<file path="src/rtl/if_fifo_pkg.sv">
// -----------------------------------------------------------------------------
// if_fifo_pkg
// Shared definitions for the instruction fetch buffer:
//   - ctrl hold levels (Hold_None .. Hold_Id)
//   - instruction / address bus types and the canonical NOP (addi x0,x0,0)
//   - the queued entry layout {addr, inst}
// -----------------------------------------------------------------------------
package if_fifo_pkg;

  localparam int INST_ADDR_W = 32;
  localparam int INST_W      = 32;
  localparam int HOLD_W      = 3;

  typedef logic [INST_ADDR_W-1:0] inst_addr_t;
  typedef logic [INST_W-1:0]      inst_t;
  typedef logic [HOLD_W-1:0]      hold_flag_t;

  // Hold levels issued by ctrl; any level at or above HOLD_ID freezes IF/ID.
  typedef enum logic [HOLD_W-1:0] {
    HOLD_NONE = 3'd0,
    HOLD_PC   = 3'd1,
    HOLD_IF   = 3'd2,
    HOLD_ID   = 3'd3
  } hold_e;

  localparam inst_addr_t ZERO_WORD = '0;
  localparam inst_t      INST_NOP  = 32'h0000_0013;

  // One queued fetch word. The address sits in the upper half.
  typedef struct packed {
    inst_addr_t addr;
    inst_t      inst;
  } fetch_entry_t;

endpackage

</file>
<file path="src/rtl/if_fifo_if.sv">
// -----------------------------------------------------------------------------
// if_fifo_if
// Bundles the fetch-side inputs and IF/ID-side outputs of if_fifo.
//   slave  : the buffer itself (consumes fetch words, drives IF/ID + status)
//   master : whoever drives fetch/ctrl and observes IF/ID
// Signals:
//   inst_addr_i, inst_i, inst_valid_i : fetched word from the icache pipeline
//   jump_flag_i                       : flush request
//   hold_flag_i                       : ctrl hold level
//   inst_addr_o, inst_o, inst_valid_o : IF/ID register
//   afull_o, count_o, ovf_o           : registered status toward ctrl
// -----------------------------------------------------------------------------
interface if_fifo_if #(
  parameter int DEPTH = 4
);
  import if_fifo_pkg::*;

  localparam int CNT_W = $clog2(DEPTH) + 1;

  inst_addr_t       inst_addr_i;
  inst_t            inst_i;
  logic             inst_valid_i;
  logic             jump_flag_i;
  hold_flag_t       hold_flag_i;

  inst_addr_t       inst_addr_o;
  inst_t            inst_o;
  logic             inst_valid_o;
  logic             afull_o;
  logic [CNT_W-1:0] count_o;
  logic             ovf_o;

  modport slave (
    input  inst_addr_i, inst_i, inst_valid_i, jump_flag_i, hold_flag_i,
    output inst_addr_o, inst_o, inst_valid_o, afull_o, count_o, ovf_o
  );

  modport master (
    output inst_addr_i, inst_i, inst_valid_i, jump_flag_i, hold_flag_i,
    input  inst_addr_o, inst_o, inst_valid_o, afull_o, count_o, ovf_o
  );

endinterface

</file>
<file path="src/rtl/if_fifo_mem.sv">
// -----------------------------------------------------------------------------
// if_fifo_mem
// DEPTH x 64-bit storage for the fetch buffer: one synchronous write port,
// one asynchronous read port (the queue head is visible combinationally).
// Ports:
//   clk        : core clock
//   wr_en_i    : write enable
//   wr_ptr_i   : write index
//   wr_data_i  : entry to store
//   rd_ptr_i   : read index
//   rd_data_o  : entry at rd_ptr_i
// -----------------------------------------------------------------------------
module if_fifo_mem
  import if_fifo_pkg::*;
#(
  parameter int DEPTH = 4,
  parameter int PTR_W = $clog2(DEPTH)
) (
  input  logic             clk,
  input  logic             wr_en_i,
  input  logic [PTR_W-1:0] wr_ptr_i,
  input  fetch_entry_t     wr_data_i,
  input  logic [PTR_W-1:0] rd_ptr_i,
  output fetch_entry_t     rd_data_o
);

  fetch_entry_t mem_q [DEPTH];

  // NOTE: storage has no reset; count gates every read, so stale contents
  // are never observed and the array can map onto distributed RAM.
  always_ff @(posedge clk) begin
    if (wr_en_i) begin
      mem_q[wr_ptr_i] <= wr_data_i;
    end
  end

  assign rd_data_o = mem_q[rd_ptr_i];

endmodule

</file>
<file path="src/rtl/if_fifo.sv">
// -----------------------------------------------------------------------------
// if_fifo
// Instruction fetch buffer between the fetch stage and decode. Words that
// arrive while decode is held are queued; when decode advances, the queue
// head (or, if empty, the incoming word directly) loads the IF/ID register.
// A jump flushes everything. afull_o lets ctrl hold pc early enough that the
// words still in the icache pipeline fit.
// DEPTH must be a power of two, at least 2.
// Ports:
//   clk               : core clock
//   rst               : synchronous active-high reset
//   jtag_reset_flag_i : second reset source, same effect as rst
//   bus               : if_fifo_if.slave (fetch inputs, IF/ID + status out)
// -----------------------------------------------------------------------------
module if_fifo
  import if_fifo_pkg::*;
#(
  parameter int    DEPTH        = 4,
  parameter int    AFULL_MARGIN = 2,
  parameter inst_t NOP_INST     = INST_NOP
) (
  input  logic     clk,
  input  logic     rst,
  input  logic     jtag_reset_flag_i,
  if_fifo_if.slave bus
);

  localparam int PTR_W = $clog2(DEPTH);
  localparam int CNT_W = PTR_W + 1;

  localparam logic [CNT_W-1:0] FULL_CNT = CNT_W'(DEPTH);
  localparam logic [CNT_W-1:0] CNT_ONE  = CNT_W'(1);
  localparam logic [PTR_W-1:0] PTR_ONE  = PTR_W'(1);

  localparam fetch_entry_t NOP_ENTRY = '{addr: ZERO_WORD, inst: NOP_INST};

  logic [PTR_W-1:0] wr_ptr_q, wr_ptr_d;
  logic [PTR_W-1:0] rd_ptr_q, rd_ptr_d;
  logic [CNT_W-1:0] count_q,  count_d;
  fetch_entry_t     out_q,    out_d;
  logic             out_valid_q, out_valid_d;
  logic             afull_q,  afull_d;
  logic             ovf_q,    ovf_d;

  logic         sync_rst;
  logic         advance;
  logic         wr_en;
  fetch_entry_t wr_data;
  fetch_entry_t rd_data;

  assign sync_rst = rst | jtag_reset_flag_i;
  assign advance  = (bus.hold_flag_i < HOLD_ID);
  assign wr_data  = '{addr: bus.inst_addr_i, inst: bus.inst_i};

  if_fifo_mem #(
    .DEPTH (DEPTH)
  ) u_mem (
    .clk       (clk),
    .wr_en_i   (wr_en),
    .wr_ptr_i  (wr_ptr_q),
    .wr_data_i (wr_data),
    .rd_ptr_i  (rd_ptr_q),
    .rd_data_o (rd_data)
  );

  always_comb begin
    // NOTE: every signal gets its hold value first so no path leaves it
    // unassigned, which would otherwise infer a latch.
    wr_ptr_d    = wr_ptr_q;
    rd_ptr_d    = rd_ptr_q;
    count_d     = count_q;
    out_d       = out_q;
    out_valid_d = out_valid_q;
    ovf_d       = ovf_q;
    wr_en       = 1'b0;

    if (bus.jump_flag_i) begin
      // Flush wins over push, pop and hold; the incoming word is discarded.
      wr_ptr_d    = '0;
      rd_ptr_d    = '0;
      count_d     = '0;
      out_d       = NOP_ENTRY;
      out_valid_d = 1'b0;
    end else if (advance) begin
      if (count_q != '0) begin
        // Pop the head; a simultaneous push keeps count unchanged, so a
        // full queue still accepts a word on a pop cycle.
        out_d       = rd_data;
        out_valid_d = 1'b1;
        rd_ptr_d    = rd_ptr_q + PTR_ONE;
        if (bus.inst_valid_i) begin
          wr_en    = 1'b1;
          wr_ptr_d = wr_ptr_q + PTR_ONE;
        end else begin
          count_d = count_q - CNT_ONE;
        end
      end else if (bus.inst_valid_i) begin
        // Empty queue: bypass straight into IF/ID for 1-cycle latency.
        out_d       = wr_data;
        out_valid_d = 1'b1;
      end else begin
        out_d       = NOP_ENTRY;
        out_valid_d = 1'b0;
      end
    end else if (bus.inst_valid_i) begin
      // Decode frozen: queue the in-flight word, or record the drop.
      if (count_q != FULL_CNT) begin
        wr_en    = 1'b1;
        wr_ptr_d = wr_ptr_q + PTR_ONE;
        count_d  = count_q + CNT_ONE;
      end else begin
        ovf_d = 1'b1;
      end
    end

    // Evaluated on the next count so the registered flag tracks count_o.
    afull_d = ((DEPTH - int'(count_d)) <= AFULL_MARGIN);
  end

  // NOTE: sequential state uses non-blocking assignments so every flop
  // samples its _d value from the same edge, independent of block order.
  always_ff @(posedge clk) begin
    if (sync_rst) begin
      wr_ptr_q    <= '0;
      rd_ptr_q    <= '0;
      count_q     <= '0;
      out_q       <= NOP_ENTRY;
      out_valid_q <= 1'b0;
      afull_q     <= 1'b0;
      ovf_q       <= 1'b0;
    end else begin
      wr_ptr_q    <= wr_ptr_d;
      rd_ptr_q    <= rd_ptr_d;
      count_q     <= count_d;
      out_q       <= out_d;
      out_valid_q <= out_valid_d;
      afull_q     <= afull_d;
      ovf_q       <= ovf_d;
    end
  end

  assign bus.inst_addr_o  = out_q.addr;
  assign bus.inst_o       = out_q.inst;
  assign bus.inst_valid_o = out_valid_q;
  assign bus.afull_o      = afull_q;
  assign bus.count_o      = count_q;
  assign bus.ovf_o        = ovf_q;

endmodule

</file>
<file path="src/flat_wrapper.sv">
// flat-port wrapper written by rule: the top's interface ports become plain ports
module if_fifo_flat import if_fifo_pkg::*;
#(
  parameter int    DEPTH        = 4,
  parameter int    AFULL_MARGIN = 2,
  parameter inst_t NOP_INST     = INST_NOP
)
  (clk, rst, jtag_reset_flag_i, bus_inst_addr_i, bus_inst_i, bus_inst_valid_i, bus_jump_flag_i, bus_hold_flag_i, bus_inst_addr_o, bus_inst_o, bus_inst_valid_o, bus_afull_o, bus_count_o, bus_ovf_o);
  if_fifo_if #(.DEPTH(DEPTH)) bus_i ();
  input  logic clk;
  input  logic rst;
  input  logic jtag_reset_flag_i;
  input wire logic [$bits(bus_i.inst_addr_i)-1:0] bus_inst_addr_i;
  input wire logic [$bits(bus_i.inst_i)-1:0] bus_inst_i;
  input wire logic [$bits(bus_i.inst_valid_i)-1:0] bus_inst_valid_i;
  input wire logic [$bits(bus_i.jump_flag_i)-1:0] bus_jump_flag_i;
  input wire logic [$bits(bus_i.hold_flag_i)-1:0] bus_hold_flag_i;
  output wire logic [$bits(bus_i.inst_addr_o)-1:0] bus_inst_addr_o;
  output wire logic [$bits(bus_i.inst_o)-1:0] bus_inst_o;
  output wire logic [$bits(bus_i.inst_valid_o)-1:0] bus_inst_valid_o;
  output wire logic [$bits(bus_i.afull_o)-1:0] bus_afull_o;
  output wire logic [$bits(bus_i.count_o)-1:0] bus_count_o;
  output wire logic [$bits(bus_i.ovf_o)-1:0] bus_ovf_o;
  assign bus_i.inst_addr_i = bus_inst_addr_i;
  assign bus_i.inst_i = bus_inst_i;
  assign bus_i.inst_valid_i = bus_inst_valid_i;
  assign bus_i.jump_flag_i = bus_jump_flag_i;
  assign bus_i.hold_flag_i = bus_hold_flag_i;
  assign bus_inst_addr_o = bus_i.inst_addr_o;
  assign bus_inst_o = bus_i.inst_o;
  assign bus_inst_valid_o = bus_i.inst_valid_o;
  assign bus_afull_o = bus_i.afull_o;
  assign bus_count_o = bus_i.count_o;
  assign bus_ovf_o = bus_i.ovf_o;
  if_fifo #(.DEPTH(DEPTH), .AFULL_MARGIN(AFULL_MARGIN), .NOP_INST(NOP_INST)) u_core (.clk(clk), .rst(rst), .jtag_reset_flag_i(jtag_reset_flag_i), .bus(bus_i));
endmodule
</file>
<file path="config.mk">
export PLATFORM = sky130hd
export DESIGN_NAME = if_fifo_flat
export DESIGN_NICKNAME = d
export VERILOG_FILES = /design/src/rtl/if_fifo_pkg.sv /design/src/rtl/if_fifo_if.sv /design/src/rtl/if_fifo_mem.sv /design/src/rtl/if_fifo.sv /design/src/flat_wrapper.sv
export SDC_FILE = /design/constraint.sdc
export NUM_CORES = 1
export LEC_CHECK = 0
export ABC_AREA = 1
export BUFFER_PORTS_ARGS = -buffer_cell sky130_fd_sc_hd__buf_2
export CAP_MARGIN = 40
export CORE_UTILIZATION = 50
export CTS_CLUSTER_SIZE = 30
export DETAILED_ROUTE_END_ITERATION = 7
export GPL_TIMING_DRIVEN = 0
export PLACE_DENSITY = 0.66
export SYNTH_ARGS = -nofsm -noshare
export SYNTH_HDL_FRONTEND = slang
export SYNTH_HIERARCHICAL = 1
export SYNTH_SLANG_ARGS = --single-unit
</file>
<file path="constraint.sdc">
create_clock -name clk -period 7.5 [get_ports clk]
set_input_delay 0.75 -clock clk [delete_from_list [all_inputs] [get_ports clk]]
set_output_delay 0.75 -clock clk [all_outputs]
set_load 0.02 [all_outputs]
</file>
==> out/metrics.cfg, run 1 <==
[setup_path]
reg2reg_from=u_core/bus.count_o[0]$_SDFF_PP0_
path_max_fanout=9
crit_path_end_kind=flip-flop
arrival_ns=3.28
start_kind=flip-flop
critPathKind=flip-flop to flip-flop
cp-startpoint=u_core/bus.count_o[0]$_SDFF_PP0_
required_ns=7.71

[synth]
ys_ff_latch=330
ys_async_sr_fraction=0
synth_fa_ha_area_frac=0.002549
synthSimpleGateAreaFrac=0.2060
seq_area_frac_synth=0.6227
synth.distinct_cells=27
syn-cell-area_sq_um=14730
synth_edf_count=256
synth_top_area_share=0.5220
syn_nets=1658
syn_avg_cell_area_sq_um=9.302
synth_top_family_by_area=simple AND/OR/NAND/NOR gates
synth_ff_type=edfxtp_1
yosys.cell_count.top_type=nand2_1
ys_warn_count=6
synthMuxAreaShare=0
synth_area_leaders=edfxtp_1 (52%), nand2_1 (15%), dfxtp_1 (10%)
synth-xor-area-share=0
yosys.area.top_type=edfxtp_1
postSynthCellCount=1583
synth_top_cells_by_count=nand2_1 (580), inv_1 (278), edfxtp_1 (256)
synth_compound_area_frac=0.06135

[route]
via_per_inst=4.997
first_iter_violations=861
dr_total_vias=11029
wl_per_cell_microns=16.44
dr.pass1.iters=6
antenna_left=0
drcViolationCount=0
routed_wl_microns=36290

[grt]
grt_overflow=0
grt_pass1_wl_microns=56660
use_met2=0.3961
antenna_found_initial=2
track_usage=0.2417
first_global_vias=10563
busiest_layer=met2
grt_max_degree=15
use_met3=0.04167
use_met1=0.3261

[die]
die-height_microns=173.6
die_x_microns=173.6
num_rows=62
core_sq_um=28860
io_pins=142
start_util=0.5103
die_area_sq_um=30140

[cts]
root_buffer=clkbuf_16
postCtsSetupRepairBufs=0
cts_max_level=2
cts_tree=built
path_clk_slew_ns=0.06
clock_path_buffers=3
cts_hold_buf=0
post_cts_resized=0
clk_latency_ns=0.51
numClockSinks=330
cts_buffers=36

[timing]
max_freq_ghz=0.3257
min_period_over_period=0.4094
hold_slack_ns=0.4617
slew-limit-headroom=0.4733
slew_violations=0
finalHoldViolations=0
tightest_slew_ns=0.7901
setup_tns_ns=0
setup-violations-final=0
min_period_ns=3.070
fin_skew_ns=0.01588
rsz0062_at_grt=false

[placed_design]
dp_hpwl_microns=24220
gp_congestion=0.7843
io_buffers=140
postPlaceCellArea_sq_um=16280

[flow_run]
drv_cap=0

[pwr]
peakVddDrop_uv=163.4
p_per_area_nw_per_um2=223.8
power.leakage_uw=0.007723

[final_layout]
final_core_util=0.6027
fillers=2485
design_area_sq_um=17390
final_nets=1871
drive_gt1_frac=0.1965
syn_to_final_growth_pct=18.12

[min_path]
hp-class=flip-flop to flip-flop
hp-start=u_core/bus.inst_o[3]$_SDFFE_PP0P_

[run_status]
run_status=finished, final reports clean

==> path summary, 6_finish.rpt <==
path	to	slack, ns	cells after the start
worst max-delay path	u_core/u_mem/mem_q[2][20]$_DFFE_PP_	4.43	12
worst min-delay path	u_core/bus.inst_o[3]$_SDFFE_PP0P_	0.46	2
worst max register to register	u_core/u_mem/mem_q[2][20]$_DFFE_PP_	4.43	12
worst min register to register	u_core/bus.inst_o[3]$_SDFFE_PP0P_	0.46	2
==> sequential cells by signal, indices dropped and copies added (netlist names) <==
signal	flops
u_core/wr_ptr_q	2
u_core/bus.count_o	3
u_core/bus.inst_valid_o	1
u_core/u_mem/mem_q	256
u_core/bus.inst_addr_o	32
u_core/rd_ptr_q	2
u_core/bus.inst_o	32
u_core/bus.afull_o	1
u_core/bus.ovf_o	1
==> logic make-up (layout without fill, tap and decap cells) <==
logic type,after synthesis,count (layout)
compound gates,138,138
buf+inv,364,603
flops,330,330
other cells,0,1
fa+ha+maj,3,3
simple gates,748,748
==> cell type report <==
type | count | area [sq um] | share of cell area
timing repair buffer | 175 | 1057 | 0.06079
sequential | 330 | 9169 | 0.5272
buffer | 82 | 523.0 | 0.03007
antenna | 1 | 2.502 | 0.0001439
inverter | 282 | 1059 | 0.06086
clock inverter | 10 | 46.29 | 0.002662
multi-input combinational | 889 | 3995 | 0.2297
tap | 384 | 480.5 | 0.02762
clock buffer | 54 | 1061 | 0.06100
==> power by group <==
part           internal [uW]  switching (uW)  leakage, uW
registers               1990            7.32      0.00292
clock network            975             683     0.000549
logic                   76.4             159      0.00426
==> stage by stage <==
| step | total power, uW | worst slack (ns) | std cells |
|---|---|---|---|
| floorplan | 2175 | 1.258 | 1583 |
| global placement | 2266 | -3.097 | 2107 |
| detailed placement | 2272 | 4.067 | 2142 |
| CTS | 3917 | 4.428 | 2206 |
| global route | 4020 | 4.257 | 2207 |
| finish | 3893 | 4.430 | 2207 |
==> layout by cell type, fill, tap and decap left out, drive strengths merged <==
cell	count
clkinv	10
nand4	3
o21ai	67
a21oi	69
a21boi	1
nand2	590
diode	1
buf	236
nor2	10
edfxtp	256
a211oi	1
ha	3
inv	282
clkbuf	75
nor3	4
nand3	141
dfxtp	74
==> routing by layer <==
layer  wire length [microns]  share of wire
met3                    2460          0.068
met4                     892          0.025
met2                   17320           0.48
met5                      13        0.00036
met1                   15600           0.43
==> worst max-delay path, stage by stage (launching register included) <==
cell and delay, ns:
dfxtp_1 0.42, inv_1 0.13, ha_1 0.27, inv_1 0.11
nor2_1 0.08, nand3_1 0.15, nand3_1 0.11, nor2_1 0.11
inv_1 0.11, nor3_2 0.58, buf_6 0.26, buf_4 0.21
buf_4 0.23
(Power assumes the default switching activity.)
==> inputs of run 2 (changes only) <==
==> constraint.sdc (replaced) <==
create_clock -name clk -period 3 [get_ports clk]
set_input_delay 0.3 -clock clk [delete_from_list [all_inputs] [get_ports clk]]
set_output_delay 0.3 -clock clk [all_outputs]
set_load 0.02 [all_outputs]
==> run 2 against run 1 <==
First-iteration DRC count is 8.4% lower. Setup slack worse by 4.1 ns. Non-clock buffer count is 14 lower. Die area stayed put. Sequential power grew to 2.5 times the previous value. Via count is 0.53% lower. Critical path depth is 1 higher. Sequential share of layout area is 0.16 points lower. Hold slack worse by 0.44 ns.
==> out/metrics.cfg, run 2 (synthesis gave the netlist of run 1 again) <==
[run_status]
run_status=finished, final reports clean

[setup_path]
required_ns=3.22  ; -4.49 ns
slowest_delay_ns=0.48  ; -0.10 ns
critPathCapture=u_core/u_mem/mem_q[3][58]$_DFFE_PP_
critPathSlowestCell=nor3_4
start_kind=flip-flop
r2r_end=u_core/u_mem/mem_q[3][58]$_DFFE_PP_
worstPathCellList=inv_4, ha_4, nand2_2, inv_1, nand2_1, nand3_2, nor2_2, inv_2, nor3_4, buf_6, buf_8, buf_8, buf_8
r2r_slack_ns=0.32  ; -4.11 ns
reg2reg_depth=13  ; +1
path_max_fanout=12  ; +3
crit_path_end_kind=flip-flop
cp-startpoint=u_core/bus.count_o[1]$_SDFF_PP0_
path_common_cell=buf_8
reg2reg_from=u_core/bus.count_o[1]$_SDFF_PP0_
arrival_ns=2.90  ; -0.38 ns
critPathKind=flip-flop to flip-flop

[grt]
grt_overflow=0  ; unchanged
grt_pass1_wl_microns=56320  ; -0.60%
antenna_found_initial=4  ; +2
track_usage=0.2414  ; -0.0002516
grt_max_degree=16  ; +1
first_global_vias=10441  ; -1.2%

[die]
die-height_microns=173.6  ; unchanged
die_area_sq_um=30140  ; unchanged
start_util=0.5103  ; unchanged
core_sq_um=28860  ; unchanged
die_x_microns=173.6  ; unchanged
io_pins=142  ; unchanged
num_rows=62  ; unchanged

[placed_design]
place_ws_ns=0.05482  ; -4.012 ns
io_buffers=140  ; unchanged
dp_hpwl_microns=24000  ; -0.91%
gp_congestion=0.7775  ; -0.87%

[timing]
max_freq_ghz=0.3730  ; +15%
setup_ws_ns=0.3192  ; -4.111 ns
finalHoldViolations=0  ; unchanged
rsz0062_at_grt=false
setup-violations-final=0  ; unchanged
min_period_ns=2.681  ; -0.3894 ns
min_period_over_period=0.8936  ; +0.4842
fin_skew_ns=0.01247  ; -0.003406 ns
slew-limit-headroom=0.4724  ; -0.0008930
tightest_slew_ns=0.7889  ; -0.001222 ns
slew_violations=0  ; unchanged

[pwr]
p_clk_frac=0.427  ; about the same
seq_power_share=0.512  ; -0.002
peakVddDrop_uv=345.1  ; +110%
p_per_area_nw_per_um2=559.0  ; +150%
intPower_uw=7621  ; +150%
power.leakage_uw=0.007700  ; -0.30%
power_uw=9760  ; +150%
netSwitchingFraction=0.2192  ; +0.001194
pwr-share-comb=0.061  ; about the same
switching_power_uw=2140  ; +150%

[final_layout]
syn_to_final_growth_pct=18.58
fillers=2475  ; -0.40%
final_common_cell=nand2_1
drive_gt1_frac=0.1980  ; +0.001521
seq_area_sq_um=9176  ; about the same
final_nets=1857  ; -0.75%
final_core_util=0.6051  ; +0.002385
layout_common_cells=nand2_1 (579), inv_1 (274), edfxtp_1 (256)
multi_input_area_sq_um=4050  ; +1.4%
largest_register_ffs=256  ; unchanged
top_register=u_core/u_mem/mem_q

[route]
wl_per_cell_microns=16.60  ; +0.95%
antenna_left=0  ; unchanged
first_iter_violations=789  ; -8.4%
dr_total_vias=10971  ; -0.53%
via_per_inst=4.998  ; about the same
routed_wl_microns=36430  ; +0.40%
drcViolationCount=0  ; unchanged
dr.pass1.iters=5  ; -1

[cts]
numClockSinks=330  ; unchanged
root_buffer=clkbuf_16
cts_buffers=36  ; unchanged
clk_latency_ns=0.51  ; about the same
clock_path_buffers=3  ; unchanged
cts_tree=built
cts_max_level=2  ; unchanged
path_clk_slew_ns=0.06  ; about the same

[min_path]
hp-class=primary input to flip-flop

[flow_run]
drv_cap=0  ; unchanged

## run 2: cell count changes in the layout (fill, tap and decap cells not counted), moves of 4 or more
cell	previous run	this run
clkbuf_1	32	27
inv_1	278	274
buf_4	25	14
nor3_4	0	4
buf_8	2	16
buf_6	24	3
nor3_2	4	0
## run 2: per-stage QoR
step                TNS, ns  hold WS, ns  cell area [sq um]  instances
floorplan            -17.23       0.3989              14810       1583
global placement    -417.44       0.4468              15990       2107
detailed placement        0       0.4531              16320       2127
CTS                       0     0.001661              17450       2192
global route              0     0.005944              17460       2194
finish                    0      0.01795              17460       2195
## run 2: cell type report
type                    instances  area share
diodes                          3   0.0004299
plain buffers                  82     0.02995
clock buffers                  51     0.06062
clock inverters                13    0.003511
inverters                     282     0.06091
multi-input cells             889      0.2319
flip-flops and latches        330      0.5255
well taps                     384     0.02752
repair buffers                161     0.05962
## run 2: how the worst min path moves through the flow
stage	start	endpoint	slack [ns]	cells after the start
floorplan	bus_inst_i[0]	u_core/u_mem/mem_q[0][0]$_DFFE_PP_	0.40	0
global placement	u_core/bus.ovf_o$_SDFFE_PP0P_	u_core/bus.ovf_o$_SDFFE_PP0P_	0.45	2
detailed placement	u_core/bus.inst_o[9]$_SDFFE_PP0P_	u_core/bus.inst_o[9]$_SDFFE_PP0P_	0.45	2
CTS	bus_inst_addr_i[21]	u_core/u_mem/mem_q[0][53]$_DFFE_PP_	0.002	1
global route	bus_inst_i[10]	u_core/u_mem/mem_q[1][10]$_DFFE_PP_	0.006	1
finish	bus_inst_addr_i[13]	u_core/u_mem/mem_q[3][45]$_DFFE_PP_	0.02	1
## run 2: power by group through the flow
stage               Combinational, uW  Clock [uW]  Sequential, uW
floorplan                         328           0            5110
global placement                  565           0            5100
detailed placement                591           0            5090
CTS                               595        4240            5000
global route                      653        4410            5000
finish                            592        4170            5000
## run 2: layer usage
metal,GRT usage,vias up,share of wire
li1,-,5389,-
met1,0.3153,5156,0.42
met2,0.4090,366,0.49
met3,0.04167,58,0.070
met4,0.07968,2,0.020
met5,0,-,0.00027
## run 2: worst max-delay path, delay by kind of cell (launching register included)
family,cells,cell delay (ns)
AND/OR/NAND/NOR,5,0.88
buffers and inverters,7,0.93
adder cells (fa/ha/maj),1,0.17
flip-flops,1,0.38
## run 2: timing repair
action | in CTS | in global routing
endpoints found under the hold margin | 2 | 0
gates resized for setup | 0 | 0
setup buffers | 0 | 0
hold buffers | 1 | 0
